**config.mk**
```make
export PLATFORM = sky130hd
export DESIGN_NAME = modbus_tx_flat
export DESIGN_NICKNAME = d
export VERILOG_FILES = /design/src/rtl/modbus_tx_if.sv /design/src/rtl/modbus_tx.sv /design/src/flat_wrapper.sv
export SDC_FILE = /design/constraint.sdc
export NUM_CORES = 1
export LEC_CHECK = 0
export BUFFER_PORTS_ARGS = -buffer_cell sky130_fd_sc_hd__buf_2
export CAP_MARGIN = 20
export CORE_MARGIN = 5
export CORE_UTILIZATION = 30
export CTS_CLUSTER_DIAMETER = 120
export DETAILED_ROUTE_END_ITERATION = 10
export GPL_TIMING_DRIVEN = 0
export HOLD_SLACK_MARGIN = 0.03
export PLACE_DENSITY = 0.5
export SLEW_MARGIN = 5
export SYNTH_ARGS = -nofsm -noshare
export SYNTH_HDL_FRONTEND = slang
export SYNTH_SLANG_ARGS = --single-unit
```
**constraint.sdc**
```tcl
create_clock -name clk -period 4.8 [get_ports clk]
set_clock_uncertainty 0.2 [all_clocks]
set_input_delay 0.24 -clock clk [delete_from_list [all_inputs] [get_ports clk]]
set_output_delay 0.24 -clock clk [all_outputs]
set_load 0.01 [all_outputs]
```
**src/rtl/modbus_tx_if.sv**
```systemverilog
// Outbound byte stream to the UART transmitter plus the holding-register RAM read port.
interface modbus_tx_if #(
  parameter int HR_ADDR_W = 8
);
  logic [7:0]           tx_d;
  logic                 tx_v;
  logic                 tx_rdy;
  logic [HR_ADDR_W-1:0] hr_raddr;
  logic                 hr_rd;
  logic [15:0]          hr_rdata;

  modport master (output tx_d, tx_v, hr_raddr, hr_rd, input tx_rdy, hr_rdata);
  modport slave  (input tx_d, tx_v, hr_raddr, hr_rd, output tx_rdy, hr_rdata);
endinterface

```
**src/rtl/modbus_tx.sv**
```systemverilog
// Modbus RTU response transmitter: builds address/FC/payload/CRC-16 frames, streams them
// byte by byte to the UART, then holds the 3.5-character gap before pulsing done.
module modbus_tx #(
  parameter logic [7:0] SLAVE_ADDR    = 8'h02,
  parameter int         PRESCALER     = 100,
  parameter int         HR_ADDR_W     = 8,
  parameter int         MAX_READ_REGS = 125
) (
  input  logic        clk,
  input  logic        rst,
  input  logic        resp_send,
  input  logic        ex_send,
  input  logic [7:0]  func_code,
  input  logic [7:0]  ex_code,
  input  logic [15:0] start_addr_r,
  input  logic [15:0] quantity_r,
  input  logic [15:0] start_addr_w,
  input  logic [15:0] quantity_w,
  modbus_tx_if.master bus,
  output logic        busy,
  output logic        done
);
  localparam int              GAP_CLKS = 35 * PRESCALER;
  localparam int              GAP_W    = $clog2(GAP_CLKS);
  localparam logic [GAP_W-1:0] GAP_LAST = GAP_W'(GAP_CLKS - 1);
  localparam logic [15:0]     MAX_Q    = 16'(MAX_READ_REGS);
  localparam logic [16:0]     HR_DEPTH = 17'(2 ** HR_ADDR_W);

  typedef enum logic [3:0] {
    S_IDLE, S_CHECK, S_HDR, S_RD, S_RWAIT, S_DHI, S_DLO, S_CRCLO, S_CRCHI, S_GAP, S_DONE
  } state_t;

  typedef enum logic [1:0] {M_READ, M_WR1, M_WRN, M_EXC} mode_t;

  state_t               state, nstate;
  mode_t                mode_q, chk_mode;
  logic                 ex_q;
  logic [7:0]           func_q, ec_q, chk_ec;
  logic [15:0]          sar_q, qr_q, saw_q, qw_q;
  logic [2:0]           hdr_idx, hdr_last;
  logic [7:0]           nregs, reg_cnt, hdr_byte, tx_d;
  logic [15:0]          data_q, crc;
  logic [GAP_W-1:0]     gap_cnt;
  logic [HR_ADDR_W-1:0] hr_raddr;
  logic [16:0]          rd_end;
  logic                 trig, xfer, tx_v, hr_rd;

  function automatic logic [15:0] crc_byte(input logic [15:0] c, input logic [7:0] d);
    logic [15:0] r;
    r = c ^ {8'h00, d};
    for (int i = 0; i < 8; i++) r = r[0] ? ((r >> 1) ^ 16'hA001) : (r >> 1);
    return r;
  endfunction

  assign trig   = resp_send | ex_send;
  assign xfer   = tx_v & bus.tx_rdy;
  assign rd_end = {1'b0, sar_q} + {1'b0, qr_q};

  // Request validation, evaluated on the latched copy of the inputs.
  always_comb begin
    // NOTE: every always_comb output gets a default first so no path infers a latch.
    chk_mode = M_EXC;
    chk_ec   = ec_q;
    if (!ex_q) begin
      case (func_q)
        8'h03, 8'h17: begin
          if (qr_q == 16'd0 || qr_q > MAX_Q) chk_ec = 8'h03;
          else if (rd_end > HR_DEPTH)         chk_ec = 8'h02;
          else                                chk_mode = M_READ;
        end
        8'h06:   chk_mode = M_WR1;
        8'h10:   chk_mode = M_WRN;
        default: chk_ec = 8'h01;
      endcase
    end
  end

  always_ff @(posedge clk) begin
    // NOTE: state registers use non-blocking assignment so all flops see pre-edge values.
    if (!rst) state <= S_IDLE;
    else      state <= nstate;
  end

  always_ff @(posedge clk) begin
    if (!rst) begin
      ex_q     <= 1'b0;
      func_q   <= '0;
      ec_q     <= '0;
      sar_q    <= '0;
      qr_q     <= '0;
      saw_q    <= '0;
      qw_q     <= '0;
      mode_q   <= M_EXC;
      hdr_idx  <= '0;
      hdr_last <= '0;
      nregs    <= '0;
      reg_cnt  <= '0;
      data_q   <= '0;
      crc      <= 16'hFFFF;
      gap_cnt  <= '0;
      hr_raddr <= '0;
    end else begin
      case (state)
        S_IDLE: if (trig) begin
          ex_q   <= ex_send;
          func_q <= func_code;
          ec_q   <= ex_code;
          sar_q  <= start_addr_r;
          qr_q   <= quantity_r;
          saw_q  <= start_addr_w;
          qw_q   <= quantity_w;
          crc    <= 16'hFFFF;
        end
        S_CHECK: begin
          mode_q   <= chk_mode;
          ec_q     <= chk_ec;
          hdr_idx  <= '0;
          reg_cnt  <= '0;
          hr_raddr <= (chk_mode == M_WR1) ? saw_q[HR_ADDR_W-1:0] : sar_q[HR_ADDR_W-1:0];
          case (chk_mode)
            M_READ:  begin nregs <= qr_q[7:0]; hdr_last <= 3'd2; end
            M_WR1:   begin nregs <= 8'd1;      hdr_last <= 3'd3; end
            M_WRN:   begin nregs <= 8'd0;      hdr_last <= 3'd5; end
            default: begin nregs <= 8'd0;      hdr_last <= 3'd2; end
          endcase
        end
        S_HDR: if (xfer) begin
          hdr_idx <= hdr_idx + 3'd1;
          crc     <= crc_byte(crc, tx_d);
        end
        S_RWAIT: data_q <= bus.hr_rdata;
        S_DHI:   if (xfer) crc <= crc_byte(crc, tx_d);
        S_DLO: if (xfer) begin
          crc      <= crc_byte(crc, tx_d);
          reg_cnt  <= reg_cnt + 8'd1;
          hr_raddr <= hr_raddr + HR_ADDR_W'(1);
        end
        S_CRCHI: if (xfer) gap_cnt <= '0;
        S_GAP:   gap_cnt <= gap_cnt + GAP_W'(1);
        default: ;
      endcase
    end
  end

  always_comb begin
    nstate = state;
    case (state)
      S_IDLE:  if (trig) nstate = S_CHECK;
      S_CHECK: nstate = S_HDR;
      S_HDR:   if (xfer && hdr_idx == hdr_last) nstate = (nregs != 8'd0) ? S_RD : S_CRCLO;
      S_RD:    nstate = S_RWAIT;
      S_RWAIT: nstate = S_DHI;
      S_DHI:   if (xfer) nstate = S_DLO;
      S_DLO:   if (xfer) nstate = (reg_cnt + 8'd1 == nregs) ? S_CRCLO : S_RD;
      S_CRCLO: if (xfer) nstate = S_CRCHI;
      S_CRCHI: if (xfer) nstate = S_GAP;
      S_GAP:   if (gap_cnt == GAP_LAST) nstate = S_DONE;
      S_DONE:  nstate = S_IDLE;
      default: nstate = S_IDLE;
    endcase
  end

  always_comb begin
    hdr_byte = 8'h00;
    case (hdr_idx)
      3'd0: hdr_byte = SLAVE_ADDR;
      3'd1: hdr_byte = (mode_q == M_EXC) ? (func_q | 8'h80) : func_q;
      3'd2: hdr_byte = (mode_q == M_EXC)  ? ec_q :
                       (mode_q == M_READ) ? {qr_q[6:0], 1'b0} : saw_q[15:8];
      3'd3: hdr_byte = saw_q[7:0];
      3'd4: hdr_byte = qw_q[15:8];
      3'd5: hdr_byte = qw_q[7:0];
      default: hdr_byte = 8'h00;
    endcase
  end

  always_comb begin
    tx_v  = 1'b0;
    tx_d  = 8'h00;
    hr_rd = 1'b0;
    busy  = (state != S_IDLE);
    done  = 1'b0;
    case (state)
      S_HDR:   begin tx_v = 1'b1; tx_d = hdr_byte;     end
      S_RD:    hr_rd = 1'b1;
      S_DHI:   begin tx_v = 1'b1; tx_d = data_q[15:8]; end
      S_DLO:   begin tx_v = 1'b1; tx_d = data_q[7:0];  end
      S_CRCLO: begin tx_v = 1'b1; tx_d = crc[7:0];     end
      S_CRCHI: begin tx_v = 1'b1; tx_d = crc[15:8];    end
      S_DONE:  done = 1'b1;
      default: ;
    endcase
  end

  assign bus.tx_v     = tx_v;
  assign bus.tx_d     = tx_d;
  assign bus.hr_rd    = hr_rd;
  assign bus.hr_raddr = hr_raddr;
endmodule

```
**src/flat_wrapper.sv**
```systemverilog
// flat-port wrapper written by rule: the top's interface ports become plain ports
module modbus_tx_flat 
#(
  parameter logic [7:0] SLAVE_ADDR    = 8'h02,
  parameter int         PRESCALER     = 100,
  parameter int         HR_ADDR_W     = 8,
  parameter int         MAX_READ_REGS = 125
)
  (clk, rst, resp_send, ex_send, func_code, ex_code, start_addr_r, quantity_r, start_addr_w, quantity_w, busy, done, bus_tx_d, bus_tx_v, bus_hr_raddr, bus_hr_rd, bus_tx_rdy, bus_hr_rdata);
  modbus_tx_if #(.HR_ADDR_W(HR_ADDR_W)) bus_i ();
  input  logic clk;
  input  logic rst;
  input  logic resp_send;
  input  logic ex_send;
  input  logic [7:0] func_code;
  input  logic [7:0] ex_code;
  input  logic [15:0] start_addr_r;
  input  logic [15:0] quantity_r;
  input  logic [15:0] start_addr_w;
  input  logic [15:0] quantity_w;
  output logic busy;
  output logic done;
  output wire logic [$bits(bus_i.tx_d)-1:0] bus_tx_d;
  output wire logic [$bits(bus_i.tx_v)-1:0] bus_tx_v;
  output wire logic [$bits(bus_i.hr_raddr)-1:0] bus_hr_raddr;
  output wire logic [$bits(bus_i.hr_rd)-1:0] bus_hr_rd;
  input wire logic [$bits(bus_i.tx_rdy)-1:0] bus_tx_rdy;
  input wire logic [$bits(bus_i.hr_rdata)-1:0] bus_hr_rdata;
  assign bus_tx_d = bus_i.tx_d;
  assign bus_tx_v = bus_i.tx_v;
  assign bus_hr_raddr = bus_i.hr_raddr;
  assign bus_hr_rd = bus_i.hr_rd;
  assign bus_i.tx_rdy = bus_tx_rdy;
  assign bus_i.hr_rdata = bus_hr_rdata;
  modbus_tx #(.SLAVE_ADDR(SLAVE_ADDR), .PRESCALER(PRESCALER), .HR_ADDR_W(HR_ADDR_W), .MAX_READ_REGS(MAX_READ_REGS)) u_core (.clk(clk), .rst(rst), .resp_send(resp_send), .ex_send(ex_send), .func_code(func_code), .ex_code(ex_code), .start_addr_r(start_addr_r), .quantity_r(quantity_r), .start_addr_w(start_addr_w), .quantity_w(quantity_w), .bus(bus_i), .busy(busy), .done(done));
endmodule
```
==> impl_metrics.tcl <==
set metrics [dict create \
    outcome "finished, final reports clean" \
    final-setup-viol-count 0 \
    dpl_cell_area_um2 9760 \
    synth.top_cell.area_share_pct 37.2 \
    cts_buffers 17 \
    vdd_drop_max_v 0.000179 \
    critPathMaxFanout 8 \
    yosysSeqAreaShare_pct 37.2 \
    cp.arrival_ns 4.69 \
    num_vias 8931 \
    pin_count 121 \
    slew_viol_final 0 \
    numPlacedInstances 1643 \
    yosys-top-cells-area "dfxtp_1 (37%), nand2_1 (11%), a21oi_1 (8.6%), mux2i_1 (4.4%), ha_1 (3.8%)" \
    holdCritPathClass "in -> reg" \
    fin_ws_ns 0.270 \
    synth_seq_cells 161 \
    die_h_um 180 \
    htreeDepth 4 \
    yosysTopAreaCell "dfxtp_1" \
    grt_first_pass_wirelength_mm 48.0 \
    fp.dieW_um 180 \
    fin_crit_sh_pct 94.4 \
    drive_gt1_share_pct 12.4 \
    worstPathRequired_ns 4.96 \
    design_area_um2 11400 \
    setup_tns_ns 0 \
    dp_hpwl_mm 22.9 \
    r2r_slack_ns 0.27 \
    gp_congestion 0.865 \
    root_buffer "clkbuf_16" \
    hold_ws_ns 0.0708 \
    ys_async_sr_fraction_pct 0 \
    fin_crit_ns 4.53 \
    dp_slack_ns 0.346 \
    syn-num-nets 1265 \
    syn2layout_area_growth_pct 31.2 \
    ys.flop_type "dfxtp_1" \
    critPathCaptureType "flop" \
    insertion_delay_ns 0.43 \
    die_area_um2 32400 \
    r2r-end "u_core.nregs[1]" \
    critPathKind "reg -> reg" \
    tightest_slew_ns 1.14 \
    final_cells 1771 \
    yosysUniqueCellTypes 69 \
    cts_tree "yes" \
    syn_avg_cell_area_um2 7.62 \
    initial_utilization_pct 30.3 \
    fmax_mhz 221 \
    coreArea_um2 28600 \
    remaining_drc_errors 0 \
    avgViaCountPerCell 5.04 \
    clockBufferDepth 2 \
    dr.pass1.iters 7 \
    cts.clk_slew.worst_paths_ns 0.07 \
    cp-endpoint "u_core.nregs[1]" \
    track_usage_pct 18.6 \
    power_per_cell_area_nw_per_um2 434 \
    routedWlPerCell_um 17.4 \
    row_count 62 \
    maxCapViolCount 0 \
    worstSetupStartpointType "flop" \
    synth_edf_count 0 \
    fin_total_pwr_mw 4.93 \
    ant_nets 0 \
    netlist_area_um2 8660 \
    routed_wl_mm 30.8 \
    reg2reg_depth 14 \
    cts_num_sinks 161 \
    fin_util_pct 39.7 \
    antenna_cells 0 \
    grt_overflow 0 \
    p_leak_nw 4.44 \
    grt_pass1_vias 8599 \
    rsz0062_at_grt "false" \
    cp-startpoint "u_core.qr_q[3]" \
    io_buffer_count 120 \
    initialDrtViolationCount 619 \
    antenna_found_initial 0 \
    slew_headroom_pct 23.6 \
    hold_viol 0 \
    netlist_instances 1137 \
    cts-resized-gates 0 \
    r2r_start "u_core.qr_q[3]" \
    nets 1504 \
    yosysWarnings 0 \
    grt_max_degree 17 \
]
-- cells by family after synthesis --
family / after synthesis / synth area share (%)
AO/OA/AOI/OAI: 307 / 21.1
multiplexers: 44 / 5.21
buffers and inverters: 90 / 4.10
AND/OR/NAND/NOR: 469 / 24.0
XOR/XNOR: 39 / 4.36
adder cells (fa/ha/maj): 27 / 3.99
flip-flops: 161 / 37.2
-- registers in the layout, indices dropped and copies added, names as in the netlist, 12 cells and up --
| name | flops |
|---|---|
| u_core.qr_q | 16 |
| u_core.sar_q | 16 |
| u_core.crc | 16 |
| u_core.gap_cnt | 12 |
| u_core.qw_q | 16 |
| u_core.data_q | 16 |
| u_core.saw_q | 16 |
-- worst max-delay path, stage by stage (launching register included) --
cell and delay (ns):
dfxtp_1 0.61, ha_1 0.36, a21o_1 0.17, a21oi_1 0.26, a21oi_1 0.15, o31a_1 0.32
o21a_1 0.20, or4_1 0.49, a2111oi_0 0.41, nand3_1 0.23, o21bai_1 0.29, ha_1 0.19
clkbuf_1 0.28, nand3_1 0.13, a21oi_1 0.16
-- worst min path at each step --
stage	depth (start not counted)	end	from
finish	3	u_core.ec_q[1]	ex_code[1]
detailed placement	2	u_core.qw_q[9]	u_core.qw_q[9]
global route	3	u_core.ec_q[1]	ex_code[1]
CTS	3	u_core.ec_q[1]	ex_code[1]
global placement	2	u_core.ec_q[0]	u_core.ec_q[0]
floorplan	2	u_core.qw_q[9]	quantity_w[9]
-- cells in the mapped netlist, types with 6 or more instances --
cell type	count
nand2_1	244
dfxtp_1	161
a21oi_1	149
nor2_1	82
clkbuf_1	64
o21ai_0	55
mux2i_1	38
nand3_1	37
xnor2_1	29
ha_1	26
nor3_1	22
inv_1	18
and3_1	15
o22ai_1	14
a31oi_1	11
a22oi_1	10
nand3b_1	9
nand4_1	9
or3_1	9
nor2b_1	8
nor4_1	7
xor2_1	7
a21o_1	6
nand2b_1	6
o211ai_1	6
or4_1	6
-- power breakdown --
part / internal, mW / switching (mW) / leakage [nW]
Clock: 0.893 / 0.574 / 0.284
Sequential: 1.53 / 0.209 / 1.31
Combinational: 0.622 / 1.10 / 2.84
Total: 3.05 / 1.88 / 4.44
-- per-layer routing --
metal	wire length [µm]	track usage [%]	up-vias
met2	14300	30.8	211
li1	-	-	4488
met5	0	0	-
met1	14700	25.4	4199
met3	1140	2.89	33
met4	569	4.97	0
-- timing repair --
action	in CTS	in global routing
hold buffers	98	0
buffers inserted	0	0
setup endpoints to repair	0	0
endpoints found under the hold margin	97	0
-- layout make-up --
cell class              count  area [µm²]
flip-flops and latches    161        3220
plain buffers              72         288
clock inverters             9         158
multi-input cells         886        5080
fillers                  3008       17300
well taps                 384         480
inverters                  18        67.6
repair buffers            220        1600
clock buffers              21         460
-- placed cells by master (no fill, tap or decap), types with 6 or more instances in the layout --
cell type / n
a21o_1: 6
a21oi_1: 149
a22oi_1: 10
a31oi_1: 11
and3_1: 15
buf_2: 125
clkbuf_1: 66
clkbuf_16: 17
dfxtp_1: 161
dlygate4sd3_1: 98
ha_1: 26
inv_1: 18
mux2i_1: 38
nand2_1: 244
nand2b_1: 6
nand3_1: 37
nand3b_1: 9
nand4_1: 9
nor2_1: 82
nor2b_1: 8
nor3_1: 22
nor4_1: 7
o211ai_1: 6
o21ai_0: 55
o22ai_1: 14
or3_1: 9
or4_1: 6
xnor2_1: 29
xor2_1: 7
No activity file was read; power rests on OpenSTA's default activity.
